==> config.mk <==
export PLATFORM = sky130hd
export DESIGN_NAME = or1200_cust5_hash_seq
export DESIGN_NICKNAME = d
export VERILOG_FILES = /design/src/rtl/or1200_cust5_hash_pkg.sv /design/src/rtl/or1200_cust5_word_buf.sv /design/src/rtl/or1200_cust5_hash_seq.sv
export SDC_FILE = /design/constraint.sdc
export NUM_CORES = 2
export LEC_CHECK = 0
export ABC_AREA = 1
export CORE_AREA = 2 2 431 433
export DETAILED_ROUTE_END_ITERATION = 10
export DIE_AREA = 0 0 433 435
export SYNTH_ARGS = -nofsm -noshare
export SYNTH_HDL_FRONTEND = slang
export SYNTH_SLANG_ARGS = --single-unit
==> constraint.sdc <==
create_clock -name clk -period 54.5 [get_ports clk]
set_input_delay 8.175 -clock clk [delete_from_list [all_inputs] [get_ports clk]]
set_output_delay 8.175 -clock clk [all_outputs]
set_load 0.005 [all_outputs]
==> src/rtl/or1200_cust5_hash_pkg.sv <==
// Shared op codes, FSM state type and default sizing for the l.cust5 hash front-end.
package or1200_cust5_hash_pkg;

    localparam int DEF_DATA_W    = 32;
    localparam int DEF_NUM_WORDS = 16;
    localparam int DEF_IDX_W     = 6;

    localparam logic [4:0] OP_RST       = 5'b00000;
    localparam logic [4:0] OP_END       = 5'b00001;
    localparam logic [4:0] OP_MID       = 5'b00010;
    localparam logic [4:0] OP_START     = 5'b00100;
    localparam logic [4:0] OP_START_END = 5'b00101;
    localparam logic [4:0] OP_STORE     = 5'b01000;

    typedef enum logic [1:0] {
        IDLE   = 2'd0,
        ABSORB = 2'd1,
        PERM   = 2'd2,
        READY  = 2'd3
    } state_t;

endpackage

==> src/rtl/or1200_cust5_word_buf.sv <==
// NUM_WORDS x DATA_W block buffer: clear, indexed (optionally XOR) write, bulk load, flat view.
module or1200_cust5_word_buf
    import or1200_cust5_hash_pkg::*;
#(
    parameter int DATA_W    = DEF_DATA_W,
    parameter int NUM_WORDS = DEF_NUM_WORDS,
    parameter int PTR_W     = 5
) (
    input  logic                        clk,
    input  logic                        rst,
    input  logic                        clear,
    input  logic                        wr_en,
    input  logic                        wr_xor,
    input  logic [PTR_W-1:0]            wr_idx,
    input  logic [DATA_W-1:0]           wr_data,
    input  logic                        load,
    input  logic [NUM_WORDS*DATA_W-1:0] load_data,
    output logic [NUM_WORDS*DATA_W-1:0] flat
);

    logic [DATA_W-1:0] words [NUM_WORDS];

    // A write in the same cycle as clear lands on a zeroed word, so XOR is suppressed.
    always_ff @(posedge clk or posedge rst) begin
        if (rst) begin
            for (int unsigned i = 0; i < NUM_WORDS; i++) words[i] <= '0;
        end else begin
            for (int unsigned i = 0; i < NUM_WORDS; i++) begin
                if (clear)
                    words[i] <= '0;
                else if (load)
                    words[i] <= load_data[i*DATA_W +: DATA_W];
                if (wr_en && wr_idx == PTR_W'(i))
                    words[i] <= (wr_xor && !clear) ? (words[i] ^ wr_data) : wr_data;
            end
        end
    end

    always_comb begin
        flat = '0;
        for (int unsigned i = 0; i < NUM_WORDS; i++) flat[i*DATA_W +: DATA_W] = words[i];
    end

endmodule

==> src/rtl/or1200_cust5_hash_seq.sv <==
// l.cust5 hash front-end: absorb words into a block, launch the permutation, serve squeeze reads.
// CUST5_HASH_MULTIBLOCK_EN enables chained sponge absorb (MID/END legal in READY).
module or1200_cust5_hash_seq
    import or1200_cust5_hash_pkg::*;
#(
    parameter int DATA_W    = DEF_DATA_W,
    parameter int NUM_WORDS = DEF_NUM_WORDS,
    parameter int IDX_W     = DEF_IDX_W
) (
    input  logic                        clk,
    input  logic                        rst,
    input  logic                        cmd_valid,
    input  logic [4:0]                  cmd_op,
    input  logic [IDX_W-1:0]            cmd_idx,
    input  logic [DATA_W-1:0]           cmd_data,
    output logic                        cmd_ready,
    output logic                        perm_start,
    output logic [NUM_WORDS*DATA_W-1:0] perm_block,
    input  logic                        perm_done,
    input  logic [NUM_WORDS*DATA_W-1:0] perm_result,
    output logic                        rd_valid,
    output logic [DATA_W-1:0]           rd_data,
    output logic                        busy,
    output logic                        err
);

    localparam int PTR_W = $clog2(NUM_WORDS + 1);
    localparam int SEL_W = (NUM_WORDS > 1) ? $clog2(NUM_WORDS) : 1;

`ifdef CUST5_HASH_MULTIBLOCK_EN
    localparam bit CHAIN = 1'b1;
`else
    localparam bit CHAIN = 1'b0;
`endif

    state_t            state;
    logic [PTR_W-1:0]  wptr;
    logic [DATA_W-1:0] result [NUM_WORDS];

    logic              accept;
    logic              full;
    logic              absorb_ok;
    logic              start_ok;
    logic              buf_clear;
    logic              buf_wr;
    logic              buf_load;
    logic [PTR_W-1:0]  buf_idx;

    assign cmd_ready = (state != PERM);
    assign busy      = (state == PERM);
    assign accept    = cmd_valid && cmd_ready;
    assign full      = (wptr == PTR_W'(NUM_WORDS));
    assign absorb_ok = (state == ABSORB) || (CHAIN && state == READY);
    assign start_ok  = (state == IDLE) || (state == READY);

    // Chained mode: the buffer is preloaded with the result when the core finishes,
    // so every absorb XORs in; a fresh START block XORs into zeros, which is a plain write.
    always_comb begin
        buf_clear = 1'b0;
        buf_wr    = 1'b0;
        buf_idx   = wptr;
        buf_load  = CHAIN && (state == PERM) && perm_done;
        if (accept) begin
            case (cmd_op)
                OP_RST: buf_clear = 1'b1;
                OP_START: begin
                    buf_clear = 1'b1;
                    buf_wr    = 1'b1;
                    buf_idx   = '0;
                end
                OP_START_END: begin
                    if (start_ok) begin
                        buf_clear = 1'b1;
                        buf_wr    = 1'b1;
                        buf_idx   = '0;
                    end
                end
                OP_MID, OP_END: buf_wr = absorb_ok && !full;
                default: ;
            endcase
        end
    end

    or1200_cust5_word_buf #(
        .DATA_W    (DATA_W),
        .NUM_WORDS (NUM_WORDS),
        .PTR_W     (PTR_W)
    ) u_buf (
        .clk       (clk),
        .rst       (rst),
        .clear     (buf_clear),
        .wr_en     (buf_wr),
        .wr_xor    (CHAIN),
        .wr_idx    (buf_idx),
        .wr_data   (cmd_data),
        .load      (buf_load),
        .load_data (perm_result),
        .flat      (perm_block)
    );

    always_ff @(posedge clk or posedge rst) begin
        if (rst) begin
            state      <= IDLE;
            wptr       <= '0;
            perm_start <= 1'b0;
            rd_valid   <= 1'b0;
            rd_data    <= '0;
            err        <= 1'b0;
            for (int unsigned i = 0; i < NUM_WORDS; i++) result[i] <= '0;
        end else begin
            perm_start <= 1'b0;
            rd_valid   <= 1'b0;
            err        <= 1'b0;

            if (state == PERM && perm_done) begin
                for (int unsigned i = 0; i < NUM_WORDS; i++)
                    result[i] <= perm_result[i*DATA_W +: DATA_W];
                state <= READY;
                if (CHAIN) wptr <= '0;
            end

            if (accept) begin
                case (cmd_op)
                    OP_RST: begin
                        state <= IDLE;
                        wptr  <= '0;
                        for (int unsigned i = 0; i < NUM_WORDS; i++) result[i] <= '0;
                    end
                    OP_START: begin
                        state <= ABSORB;
                        wptr  <= PTR_W'(1);
                    end
                    OP_START_END: begin
                        if (start_ok) begin
                            state      <= PERM;
                            wptr       <= PTR_W'(1);
                            perm_start <= 1'b1;
                        end else begin
                            err <= 1'b1;
                        end
                    end
                    OP_MID: begin
                        if (!absorb_ok) begin
                            err <= 1'b1;
                        end else if (full) begin
                            err <= 1'b1;
                        end else begin
                            wptr  <= wptr + PTR_W'(1);
                            state <= ABSORB;
                        end
                    end
                    OP_END: begin
                        // A full buffer drops the word but still launches the block.
                        if (!absorb_ok) begin
                            err <= 1'b1;
                        end else begin
                            if (full) err <= 1'b1;
                            else      wptr <= wptr + PTR_W'(1);
                            state      <= PERM;
                            perm_start <= 1'b1;
                        end
                    end
                    OP_STORE: begin
                        if (state == READY) begin
                            rd_valid <= 1'b1;
                            if (32'(cmd_idx) < NUM_WORDS) begin
                                rd_data <= result[cmd_idx[SEL_W-1:0]];
                            end else begin
                                rd_data <= '0;
                                err     <= 1'b1;
                            end
                        end else begin
                            err <= 1'b1;
                        end
                    end
                    default: err <= 1'b1;
                endcase
            end
        end
    end

endmodule

; ---- Word level (Yosys, flattened, before mapping)
; Index checks and enable logic that the tools add are counted.
[totals]
inputBits = 559
register_bits = 1066
elab_cells = 171
out_inout_bits = 549
[op_classes]
mux = 56
n_bitwise = 1
order_cmp = 2
n_addsub = 1
eq_ne = 28
n_reduce_logical = 45
[ops]
columns = operator, n
row1 = 512-bit 2-to-1 mux, 3
row2 = 32-bit 2-to-1 mux, 20
row3 = 32-bit binary-select mux with 4-bit select, 1
row4 = "5-bit by 4-bit equality test with 1-bit output, second input constant", 9
row5 = 2-bit nonzero test, 16
row6 = "5-bit by 3-bit equality test with 1-bit output, second input constant", 6
row7 = 5-bit 2-to-1 mux, 5
row8 = 5-bit one-hot mux with 4 select lines, 1
row9 = 1-bit logical AND, 19
row10 = "5-bit by 2-bit equality test with 1-bit output, second input constant", 3
row11 = 1-bit 2-to-1 mux, 14
row12 = 2-bit 2-to-1 mux, 6
row13 = "5-bit by 1-bit equality test with 1-bit output, second input constant", 2
row14 = 5-bit zero test, 2
row15 = 2-bit one-hot mux with 5 select lines, 1
row16 = 5-bit one-hot mux with 2 select lines, 1
row17 = "6-bit by 5-bit < comparator with 1-bit output, second input constant", 1
row18 = "2-bit != test, second input constant", 3
row19 = "5-bit by 1-bit adder with 5-bit output, second input constant", 1
row20 = "5-bit equality test, second input constant", 1
row21 = "5-bit greater-or-equal comparator, second input constant", 1
row22 = 4-bit NOT with 5-bit output, 1
row23 = 5-bit AND reduction, 1
row24 = "2-bit equality test, second input constant", 2
row25 = 11 further kinds, 13

; ---- Depth between registers and ports, before layout
[logic_depth]
word_depth = 8
depth_mapped = 14
depth_no_buf = 12

; ---- Modules after synthesis
; From an unflattened synthesis, not the netlist that was laid out.
[hier_totals]
cells_unflattened = 11205
hier_area_um2 = 71070.7
[modules_own_cells]
columns = module, instances, cells_per_inst, seq_area_each_um2, area_each_um2
row1 = or1200_cust5_word_buf, 1, 7113, 12812.3, 41982.8
row2 = or1200_cust5_hash_seq, 1, 4092, 13863.3, 29087.9

; ---- Worst setup path before layout
; No wires, ideal clock.
[synth_path]
path_type = input -> register
from = input cmd_op[0]
to = register u_buf.words, in the netlist u_buf.flat[0]
slack_ns = 44.838
arrival_ns = 9.544
required_ns = 54.382
cell_stages = 13
setup_ns = 0.118
path_buffers = 2
cell_sequence = inv_1 > nor2_2 > nand3_1 > nand2_1 > nand2_1 > nand2_1 > nand2_1 > nor2_4 > buf_4 > nand3_2 > buf_2 > nand3_1 > nand2_1
[synth_between]
elab_chain_len = 6
elab_cells_between_ends = 17
classes_between = eq/ne (4) / mux (7) / reduce/logical (6)
[synth_rtl]
columns = item, line_no
row1 = start: declaration, or1200_cust5_hash_seq.sv:13  ; input logic [4:0] cmd_op,
row2 = 5-bit by 3-bit equality test with 1-bit output (tied with other cells), or1200_cust5_hash_seq.sv:64  ; case (cmd_op)
row3 = 5-bit one-hot mux with 2 select lines or 2-bit OR reduction (tied branches), -
row4 = 5-bit 2-to-1 mux or 1-bit one-hot mux with 3 select lines (tied branches), "or1200_cust5_hash_seq.sv:63, or1200_cust5_hash_seq.sv:64"
row5 = 5-bit zero test or 1-bit 2-to-1 mux (tied branches), "or1200_cust5_word_buf.sv:33, or1200_cust5_hash_seq.sv:63"
row6 = 1-bit logical AND, or1200_cust5_word_buf.sv:33  ; if (wr_en && wr_idx == PTR_W'(i))
row7 = 32-bit 2-to-1 mux or 2-bit nonzero test (tied branches), -
row8 = end signal: indexed assignment, or1200_cust5_word_buf.sv:32  ; words[i] <= load_data[i*DATA_W +: DATA_W];
row9 = end signal: indexed assignment, or1200_cust5_word_buf.sv:34  ; words[i] <= (wr_xor && !clear) ? (words[i] ^ wr_data) : wr_data;
row10 = end: declaration, or1200_cust5_word_buf.sv:21  ; logic [DATA_W-1:0] words [NUM_WORDS];
; Several ways; a longest one is shown, not always the timed one.
; A chain may end at the register's enable or synchronous reset.

; ---- Worst setup path after layout
[layout_path]
from = input cmd_op[3]
to = register u_buf.words, in the netlist u_buf.flat[213]
[layout_between]
elab_chain_len = 6
elab_cells_between_ends = 17
classes_between = eq/ne (5) / mux (7) / reduce/logical (5)
[layout_rtl]
columns = item, line_no
row1 = 5-bit by 3-bit equality test with 1-bit output (tied with other cells), or1200_cust5_hash_seq.sv:64
row2 = 5-bit one-hot mux with 2 select lines or 2-bit OR reduction (tied branches), -
row3 = 5-bit 2-to-1 mux or 1-bit one-hot mux with 3 select lines (tied branches), "or1200_cust5_hash_seq.sv:63, or1200_cust5_hash_seq.sv:64"
row4 = 5-bit by 3-bit equality test with 1-bit output or 1-bit 2-to-1 mux (tied branches), "or1200_cust5_word_buf.sv:33, or1200_cust5_hash_seq.sv:63"
row5 = 1-bit logical AND, or1200_cust5_word_buf.sv:33
row6 = 32-bit 2-to-1 mux or 2-bit nonzero test (tied branches), -
; Several ways; a longest one is shown, not always the timed one.

==> out/results.txt <==
Result of the run: complete, no violations
Worst Reg-to-Reg Cells: 14
Minimum clock period: 13540 ps
Number of buffers inserted by hold repair at cts: 0
Clock Tree Buf Depth: 3
Transition at the pin with the smallest max-transition slack: 1240 ps
Area Overhead vs Synth: 31.8%
Sequential fraction of the synthesis area: 53.0%
Final layout net count: 7274
Worst-case hold slack: 485 ps
Vias after detailed routing: 49.6k
Timing-limited maximum frequency: 73.9 MHz
Reg-to-Reg End: u_buf.flat[213]$_DFFE_PP0P_
Standby leakage power: 30.3 nW
Nature of the critical path startpoint: primary input
Power Dens Cells: 39.4 nW/um^2
Horizontal die dimension: 433 um
Wire length of the first global-routing pass: 324000 um
Clock insertion delay at the later pin of the skew report: 790 ps
Setup fix buffers added after clock tree synthesis: 0
Clock-pin slew on the worst setup and hold paths: 60 ps
Max-slew headroom: 17.6%
Vias in the first global route: 47.2k
Post-synth top area cell: sky130_fd_sc_hd__dfrtp_1
Top cells by area in the synthesized netlist: sky130_fd_sc_hd__dfrtp_1, sky130_fd_sc_hd__nand3_1, sky130_fd_sc_hd__nand2_1
Num CTS Buffers: 118
Number of storage elements in the synthesis netlist: 1066
GR Overflow Total: 0
Final worst clock skew: 30.1 ps
Mean routed wirelength per cell: 24.0 um
Peak VDD IR: 53.0 uV
Worst-case setup margin in the final layout: 40960 ps
Unrepaired setup endpoints after global routing: false
Post-Syn Instances: 6069
Post-DRT Antenna Nets: 0
Layout fillers: 18.7k
Synthesized net count: 6635
Average cell area after synthesis: 8.29 sq um
Critical path data required time: 55210 ps
Height of the die: 435 um
Share of the synthesized area in the top cell type: 53.0%
Starting Density: 27.3%
Endpoint type of the worst setup path: flop
Post-Synthesis Cell Area: 50300 sq um
Register area: 26700 sq um
Commonest cells after routing, fill and taps aside: sky130_fd_sc_hd__nand2_1, sky130_fd_sc_hd__nand3_1, sky130_fd_sc_hd__clkdlybuf4s50_1
Hpwl dp: 149000 um
Count of buffers from port buffering: 1107
Worst-case register-to-register setup slack: 47660 ps
Number of warning messages in the yosys log: 0
Clk root buf: sky130_fd_sc_hd__clkbuf_16
Fin util: 36.0%
Post-place setup slack: 40440 ps
Number of levels the H-tree was split into: 3
Number of rows in the core area: 158
Routed WL: 224000 um
Number of placed I/O pins: 1108
Number of antenna violations at the first check in global routing: 22
Cells after DPL: 9068
Proportion of layout cells with a drive suffix above 1: 5.13%
Clock tree sinks: 1066
Final Hold Violating Endpoints: 0
Footprint of the multi-input gates: 19800 sq um
Global placer's final weighted congestion: 0.863
TritonCTS clock tree: built
Worst flop-to-flop path startpoint: state[0]$_DFF_PP0_
Number of distinct library cells after synthesis: 34
Data arrival time at the worst-slack endpoint: 14240 ps
Timing endpoint of the critical path: u_buf.flat[213]$_DFFE_PP0P_
Total Routing Usage GR: 22.7%
Pin count of the biggest net entering global routing: 211
Kind of critical path: in2reg
Final setup violation count: 0
Max Transition Viols Final: 0
Max-Cap Viols: 0
Most common cell after layout, fill and taps aside: sky130_fd_sc_hd__nand2_1
Violation count after the first detailed-routing iteration: 5543
Sum Neg Setup Slack: 0 ps
Gates resized, CTS repair: 0
Finished Layout Cells: 9302
Launching element of the worst setup path: cmd_op[3]
Total DRC errors in the routed layout: 0
Crit Path Max Fanout: 87
Placeable Area: 184000 sq um
Die Outline Area: 188000 sq um
Drt via density: 5.33
Ratio of final minimum period to clock period: 24.8%
Router iterations before antenna repair: 6
Hold WC Path Type: reg2reg
## how the worst min path moves through the flow
stage	startpoint	to	cells after the start
after floorplan	rd_data[10]$_DFFE_PP0P_	rd_data[10]$_DFFE_PP0P_	2
after global placement	rd_data[20]$_DFFE_PP0P_	rd_data[20]$_DFFE_PP0P_	2
after detailed placement	rd_data[25]$_DFFE_PP0P_	rd_data[25]$_DFFE_PP0P_	2
after CTS	rd_data[27]$_DFFE_PP0P_	rd_data[27]$_DFFE_PP0P_	2
after global routing	rd_data[9]$_DFFE_PP0P_	rd_data[9]$_DFFE_PP0P_	2
final	rd_data[27]$_DFFE_PP0P_	rd_data[27]$_DFFE_PP0P_	2
## where the power goes
part | switching, mW | internal [mW] | leakage, nW
clock | 0.353 | 0.476 | 1.97
combinational | 0.449 | 0.247 | 14.2
sequential | 0.107 | 0.984 | 14.1
## cells by family (layout without fill, tap and decap cells)
kind of cell / Yosys count / after routing / share of synthesized area (%)
other: 0 / 14 / 0
flip-flops: 1066 / 1066 / 53.0
buffers and inverters: 956 / 1695 / 7.86
XOR/XNOR: 3 / 3 / 0.0522
AND/OR/NAND/NOR: 2980 / 2980 / 28.0
AO/OA/AOI/OAI: 1057 / 1057 / 10.9
adder cells (fa/ha/maj): 7 / 7 / 0.174
## worst max-delay path, cell delays in order
cell	delay [ps]
sky130_fd_sc_hd__clkdlybuf4s50_1	620
sky130_fd_sc_hd__inv_2	60
sky130_fd_sc_hd__nand2_1	70
sky130_fd_sc_hd__nor2_2	60
sky130_fd_sc_hd__nand2_1	130
sky130_fd_sc_hd__nor2_1	100
sky130_fd_sc_hd__o21ai_4	120
sky130_fd_sc_hd__buf_4	520
sky130_fd_sc_hd__buf_4	800
sky130_fd_sc_hd__buf_4	690
sky130_fd_sc_hd__buf_4	690
sky130_fd_sc_hd__buf_4	760
sky130_fd_sc_hd__buf_4	830
sky130_fd_sc_hd__nand3_1	170
sky130_fd_sc_hd__nand2_1	130
## state kept, by name, summed over array words and instances (netlist names)
register and cells:
err 1, rd_data 32, result 512, wptr 5
state 2, perm_start 1, rd_valid 1, u_buf.flat 512
## layout make-up
cell class	instances	share of cell area (%)
clock buffers	177	5.27
diodes	14	0.0528
inverters	280	1.60
clock inverters	43	0.715
well taps	2480	4.68
repair buffers	1195	17.7
multi-input cells	4047	29.8
flip-flops and latches	1066	40.2
## synth_stat cells
cell / instances
sky130_fd_sc_hd__nand2_4: 2
sky130_fd_sc_hd__nand2_1: 1259
sky130_fd_sc_hd__nor2_8: 1
sky130_fd_sc_hd__inv_1: 276
sky130_fd_sc_hd__nand2_2: 3
sky130_fd_sc_hd__buf_6: 1
sky130_fd_sc_hd__o22ai_1: 1
sky130_fd_sc_hd__nor4_4: 1
sky130_fd_sc_hd__o21ai_0: 256
sky130_fd_sc_hd__o211ai_1: 74
sky130_fd_sc_hd__a21boi_1: 1
sky130_fd_sc_hd__buf_1: 64
sky130_fd_sc_hd__o21ai_4: 1
sky130_fd_sc_hd__inv_2: 4
sky130_fd_sc_hd__ha_1: 7
sky130_fd_sc_hd__a21boi_0: 2
sky130_fd_sc_hd__nor2_1: 57
sky130_fd_sc_hd__buf_2: 202
sky130_fd_sc_hd__nand3_1: 1116
sky130_fd_sc_hd__clkbuf_1: 381
sky130_fd_sc_hd__o21ai_1: 20
sky130_fd_sc_hd__nand4_1: 514
sky130_fd_sc_hd__nor2_2: 3
sky130_fd_sc_hd__nor2_4: 6
sky130_fd_sc_hd__buf_4: 28
sky130_fd_sc_hd__dfrtp_1: 1066
sky130_fd_sc_hd__xor2_1: 3
sky130_fd_sc_hd__nor3_2: 1
sky130_fd_sc_hd__a21oi_1: 699
sky130_fd_sc_hd__or2_2: 2
sky130_fd_sc_hd__a21boi_2: 1
sky130_fd_sc_hd__nand3_2: 14
sky130_fd_sc_hd__nor3_1: 1
sky130_fd_sc_hd__o21ai_2: 2
## routing by layer
layer / global-route usage [%] / vias up / part of all wire [%]
met5: 0 / - / 0.020
met3: 3.74 / 519 / 7.3
met4: 14.3 / 8 / 6.6
li1: - / 22119 / -
met2: 35.8 / 2473 / 46
met1: 29.0 / 24435 / 40
## stage by stage
stage	instance area, sq um	total power, mW
2_1_floorplan	50300	1.53
3_3_place_gp	62300	1.77
3_5_place_dp	62300	1.79
4_1_cts	66300	2.62
5_1_grt	66300	2.76
6_report	66300	2.62
No activity file was read; power rests on OpenSTA's default activity.
